### src/rtl/path_delay_meter.sv
// Launch/capture delay meter for one path under test: toggles the path input, counts
// clk cycles until the synchronised output moves, and accumulates TRIALS results.
// Optional per-run min/max tracking is built when DELAY_MINMAX_EN is defined.
`timescale 1ns/1ps
module path_delay_meter #(
   parameter int CNT_W   = 16,
   parameter int TRIALS  = 16,
   parameter int TIMEOUT = 1023,
   parameter int SETTLE  = 8
) (
   input  logic                              clk,
   input  logic                              rst,
   input  logic                              start,
   output logic                              pathInput,
   input  logic                              pathResult,
   output logic                              busy,
   output logic                              done,
   output logic                              timeoutFlag,
   output logic [CNT_W+$clog2(TRIALS)-1:0]   delaySum,
   output logic [CNT_W-1:0]                  delayMin,
   output logic [CNT_W-1:0]                  delayMax
);

   localparam int SUM_W = CNT_W + $clog2(TRIALS);
   localparam int TW    = $clog2(TRIALS);
   localparam int SW    = $clog2(SETTLE + 1);

   localparam logic [CNT_W-1:0] TIMEOUT_C   = CNT_W'(TIMEOUT);
   localparam logic [TW-1:0]    TRIAL_LAST  = TW'(TRIALS - 1);
   localparam logic [SW-1:0]    SETTLE_LAST = SW'(SETTLE - 1);

   localparam logic [2:0] S_IDLE   = 3'd0;
   localparam logic [2:0] S_SETTLE = 3'd1;
   localparam logic [2:0] S_LAUNCH = 3'd2;
   localparam logic [2:0] S_WAIT   = 3'd3;
   localparam logic [2:0] S_RECORD = 3'd4;
   localparam logic [2:0] S_DONE   = 3'd5;

   logic [2:0]       r_state;
   logic             r_sync1;
   logic             r_sync2;
   logic             r_baseline;
   logic             r_pathInput;
   logic             r_busy;
   logic             r_done;
   logic             r_timeoutFlag;
   logic [SUM_W-1:0] r_delaySum;
   logic [CNT_W-1:0] r_cnt;
   logic [TW-1:0]    r_trial;
   logic [SW-1:0]    r_settleCnt;
   logic             w_syncRes;

   // pathResult is asynchronous; its two-flop latency stays inside every count.
   always_ff @(posedge clk) begin
      if (rst) begin
         r_sync1 <= 1'b0;
         r_sync2 <= 1'b0;
      end else begin
         r_sync1 <= pathResult;
         r_sync2 <= r_sync1;
      end
   end

   assign w_syncRes = r_sync2;

   always_ff @(posedge clk) begin
      if (rst) begin
         r_state       <= S_IDLE;
         r_pathInput   <= 1'b0;
         r_busy        <= 1'b0;
         r_done        <= 1'b0;
         r_timeoutFlag <= 1'b0;
         r_delaySum    <= '0;
         r_cnt         <= '0;
         r_trial       <= '0;
         r_settleCnt   <= '0;
         r_baseline    <= 1'b0;
      end else begin
         r_done <= 1'b0;
         case (r_state)
            S_IDLE: begin
               if (start) begin
                  r_delaySum    <= '0;
                  r_timeoutFlag <= 1'b0;
                  r_trial       <= '0;
                  r_settleCnt   <= '0;
                  r_busy        <= 1'b1;
                  r_state       <= S_SETTLE;
               end
            end
            S_SETTLE: begin
               if (r_settleCnt == SETTLE_LAST) begin
                  r_baseline <= w_syncRes;
                  r_state    <= S_LAUNCH;
               end else begin
                  r_settleCnt <= r_settleCnt + 1'b1;
               end
            end
            S_LAUNCH: begin
               r_pathInput <= ~r_pathInput;
               r_cnt       <= CNT_W'(1);
               r_state     <= S_WAIT;
            end
            // Comparing against the baseline rather than an expected level
            // makes inverting and non-inverting paths measure the same way.
            S_WAIT: begin
               if (w_syncRes != r_baseline) begin
                  r_state <= S_RECORD;
               end else if (r_cnt == TIMEOUT_C) begin
                  r_timeoutFlag <= 1'b1;
                  r_state       <= S_RECORD;
               end else begin
                  r_cnt <= r_cnt + 1'b1;
               end
            end
            S_RECORD: begin
               r_delaySum <= r_delaySum + SUM_W'(r_cnt);
               if (r_trial == TRIAL_LAST) begin
                  r_done  <= 1'b1;
                  r_state <= S_DONE;
               end else begin
                  r_trial     <= r_trial + 1'b1;
                  r_settleCnt <= '0;
                  r_state     <= S_SETTLE;
               end
            end
            S_DONE: begin
               r_busy  <= 1'b0;
               r_state <= S_IDLE;
            end
            default: r_state <= S_IDLE;
         endcase
      end
   end

`ifdef DELAY_MINMAX_EN
   logic [CNT_W-1:0] r_delayMin;
   logic [CNT_W-1:0] r_delayMax;

   always_ff @(posedge clk) begin
      if (rst) begin
         r_delayMin <= '1;
         r_delayMax <= '0;
      end else if (r_state == S_IDLE && start) begin
         r_delayMin <= '1;
         r_delayMax <= '0;
      end else if (r_state == S_RECORD) begin
         if (r_cnt < r_delayMin) r_delayMin <= r_cnt;
         if (r_cnt > r_delayMax) r_delayMax <= r_cnt;
      end
   end

   assign delayMin = r_delayMin;
   assign delayMax = r_delayMax;
`else
   assign delayMin = '0;
   assign delayMax = '0;
`endif

   assign pathInput   = r_pathInput;
   assign busy        = r_busy;
   assign done        = r_done;
   assign timeoutFlag = r_timeoutFlag;
   assign delaySum    = r_delaySum;

endmodule

### config.mk
export PLATFORM = sky130hd
export DESIGN_NAME = path_delay_meter
export DESIGN_NICKNAME = d
export VERILOG_FILES = /design/src/rtl/path_delay_meter.sv
export SDC_FILE = /design/constraint.sdc
export NUM_CORES = 1
export LEC_CHECK = 0
export ABC_AREA = 1
export BUFFER_PORTS_ARGS = -buffer_cell sky130_fd_sc_hd__buf_2
export CORE_MARGIN = 8
export CORE_UTILIZATION = 35
export DETAILED_ROUTE_END_ITERATION = 12
export GPL_TIMING_DRIVEN = 0
export PLACE_DENSITY = 0.59
export SLEW_MARGIN = 40
export SYNTH_ARGS = -nofsm -noshare
export SYNTH_HDL_FRONTEND = slang
export SYNTH_SLANG_ARGS = --single-unit
### constraint.sdc
create_clock -name clk -period 2.5 [get_ports clk]
set_input_delay 0.25 -clock clk [delete_from_list [all_inputs] [get_ports clk]]
set_output_delay 0.25 -clock clk [all_outputs]
set_load 0.02 [all_outputs]
==> results.tsv <==
metric	value	unit
power_frac_seq	44.1	%
clk_pin_slew_worst_paths	80	ps
p_int	1.40	mW
worstPathArrival	2320	ps
synthFlopType	dfxtp_1	
root_buffer	clkbuf_16	
worst-endpoint-required	2700	ps
netlist_instances	630	
drcViolationCount	0	
synth_warnings	0	
grt_pass1_vias	3661	
ys_types	42	
cp_slowest_cell	fa_1	
coreArea	11300	um^2
cpMostUsedCell	nand2_1	
ant_nets	0	
sw_frac_of_total	32.7	%
grt_pass1_wl	17.5	mm
clock_latency	310	ps
mostFrequentLayoutCell	nand2_1	
postCtsSetupBuffers	0	
critPathMaxFanout	7	
synth_top_area_share	27.1	%
clockBufferDepth	2	
fillers	1206	
worstMarginPinSlew	704	ps
ctsResizeCount	0	
synth-seq-area-share	27.1	%
cts.sinks	54	
hp-class	input port to register	
hpwlAfterDp	8.64	mm
rows	39	
final.setup.tns	0	ps
nNetsFinal	719	
layout.cells.most_common_list	184 x nand2_1, 75 x inv_1, 63 x nor2_1	
drt_pass1_iterations	4	
wl_per_cell	12.9	um
portBuffers	27	
io_pins	60	
slowest_delay	440	ps
clkPwrFrac	35.8	%
hold_viol	0	
grt_antenna_before_repair	0	
fmax	472	MHz
fin_crit	2120	ps
synth_area_leaders	dfxtp_1 27%, nand2_1 17%, inv_1 7.1%	
finalCritPeriodShare	84.8	%
pwr-share-comb	20.2	%
drtIter0Drc	219	
p_switching	0.684	mW
cap_violations	0	
initial_utilization	35.4	%
relSlewSlack	53.1	%
cts_tree	done	
cp.depth	11	
synth.avg_cell_area	6.34	um^2
hold_ws	146	ps
crit_path_cell_trace	ha_1 > fa_1 > nand2_1 > nand2_1 > and2_1 > nand2_1 > nand2_1 > nand2_1 > nand2_1 > a22oi_1 > nor2_1	
cts_made_buffers	5	
netlist_area	3990	um^2
cts-hold-fix-buffers	0	
vias_per_cell	4.75	
rsz0062_at_grt	false	
critPathCaptureType	register	
wl	10.8	mm
area.growth.synth_to_final	14.6	%
place_congestion	0.914	
overflow	0	
whs_path_depth	3	
power_leakage	2.27	nW
grt_max_degree	20	
r2r_cells	11	
critical_path_buf_inv_count	0	
max-vdd-ir-drop	0.319	mV
skew	5.38	ps
die_width	123	um
h-tree-depth	2	
dieHeight	123	um
dr_total_vias	3988	
power_density	456	nW/um^2
async_reset_ff_share	0	%
dieArea	15100	um^2
diodes	0	
setup_viol	0	
grt_usage	14.4	%
drive_gt1_share	15.7	%
synth_top_area_cell	dfxtp_1	
worst_setup_path_start_kind	register	
crit_family	simple AND/OR/NAND/NOR gates	
worstSetupPathType	register to register	
slew_viol_final	0	
ys_ff_latch	54	
synth_edf_count	0	
status	finished, final reports clean	
==> worst register-to-register path, delay by kind of cell, from the launching register on <==
kind,cells,cell delay [ps]
fa+ha+maj,2,700
flops,1,400
compound gates,1,160
simple gates,8,760
==> stage by stage <==
stage	total power, mW	std cells	instance area, um^2	util (%)	setup slack [ps]
finish	2.09	839	4580	40.6	381
detailed placement	1.36	831	4420	39.2	382
floorplan	1.26	661	4110	-	674
global route	2.19	839	4580	40.6	197
CTS	2.12	839	4580	40.6	362
global placement	1.35	831	4420	39.2	411
==> synth_stat cells, types with 2 or more instances <==
library cell  instances
nand2_1             184
inv_1                75
nor2_1               63
dfxtp_1              54
nand3_1              45
a21oi_1              42
buf_4                32
ha_1                 19
nand4_1              15
o21ai_0              14
nor3_1               13
nand2_2              11
a21oi_2              10
clkbuf_1              6
and2_1                4
inv_2                 4
or2_2                 4
xor2_1                4
nand3b_1              3
a21boi_1              2
a21o_1                2
buf_2                 2
nand2_4               2
nand3_2               2
==> metal layers <==
metal / vias up / share of wire (%) / global-route usage [%]
met1: 1803 / 45 / 17.3
met2: 80 / 49 / 25.6
met3: 12 / 4.8 / 2.30
met4: 0 / 1.6 / 4.72
li1: 2093 / - / -
met5: - / 0 / 0
==> power by group through the flow <==
| stage | clock network [mW] | registers [mW] | logic (mW) |
|---|---|---|---|
| global placement | 0 | 0.938 | 0.415 |
| floorplan | 0 | 0.940 | 0.323 |
| CTS | 0.775 | 0.920 | 0.422 |
| global route | 0.800 | 0.925 | 0.465 |
| finish | 0.747 | 0.920 | 0.422 |
| detailed placement | 0 | 0.940 | 0.420 |
==> sequential cells by signal (all words and copies together), names as in the netlist <==
signal and flops:
r_trial 4, r_sync1 1, pathInput 1, delaySum 20, r_settleCnt 4, r_cnt 16, busy 1, r_state 3
r_baseline 1, done 1, r_sync2 1, timeoutFlag 1
==> layout make-up <==
class                           count  area (um^2)  share of cell area, %
Sequential cell                    54         1080                   23.6
Clock inverter                      3         28.8                  0.629
Tap cell                          143          179                   3.91
Buffer                             43          308                   6.72
Timing Repair Buffer               27          135                   2.95
Clock buffer                        5          125                   2.73
Multi-Input combinational cell    484         2410                   52.8
Inverter                           80          305                   6.67
==> logic make-up (layout without fill, tap and decap cells) <==
logic type	count (synthesis)	in the layout	synth area share (%)
flip-flops	54	54	27.1
adder cells (fa/ha/maj)	20	20	6.46
AO/OA/AOI/OAI	78	78	11.5
other	1	32	0.0939
AND/OR/NAND/NOR	350	350	38.6
buffers and inverters	123	158	15.4
XOR/XNOR	4	4	0.877
==> worst paths after layout <==
path                            slack, ps      endpoint        from
worst max register to register        380  delaySum[16]    r_cnt[0]
worst max-delay path                  380  delaySum[16]    r_cnt[0]
worst min-delay path                  150       r_sync1  pathResult
worst min register to register        410       r_sync2     r_sync1
Note: power is estimated with default switching activity, not from simulation.
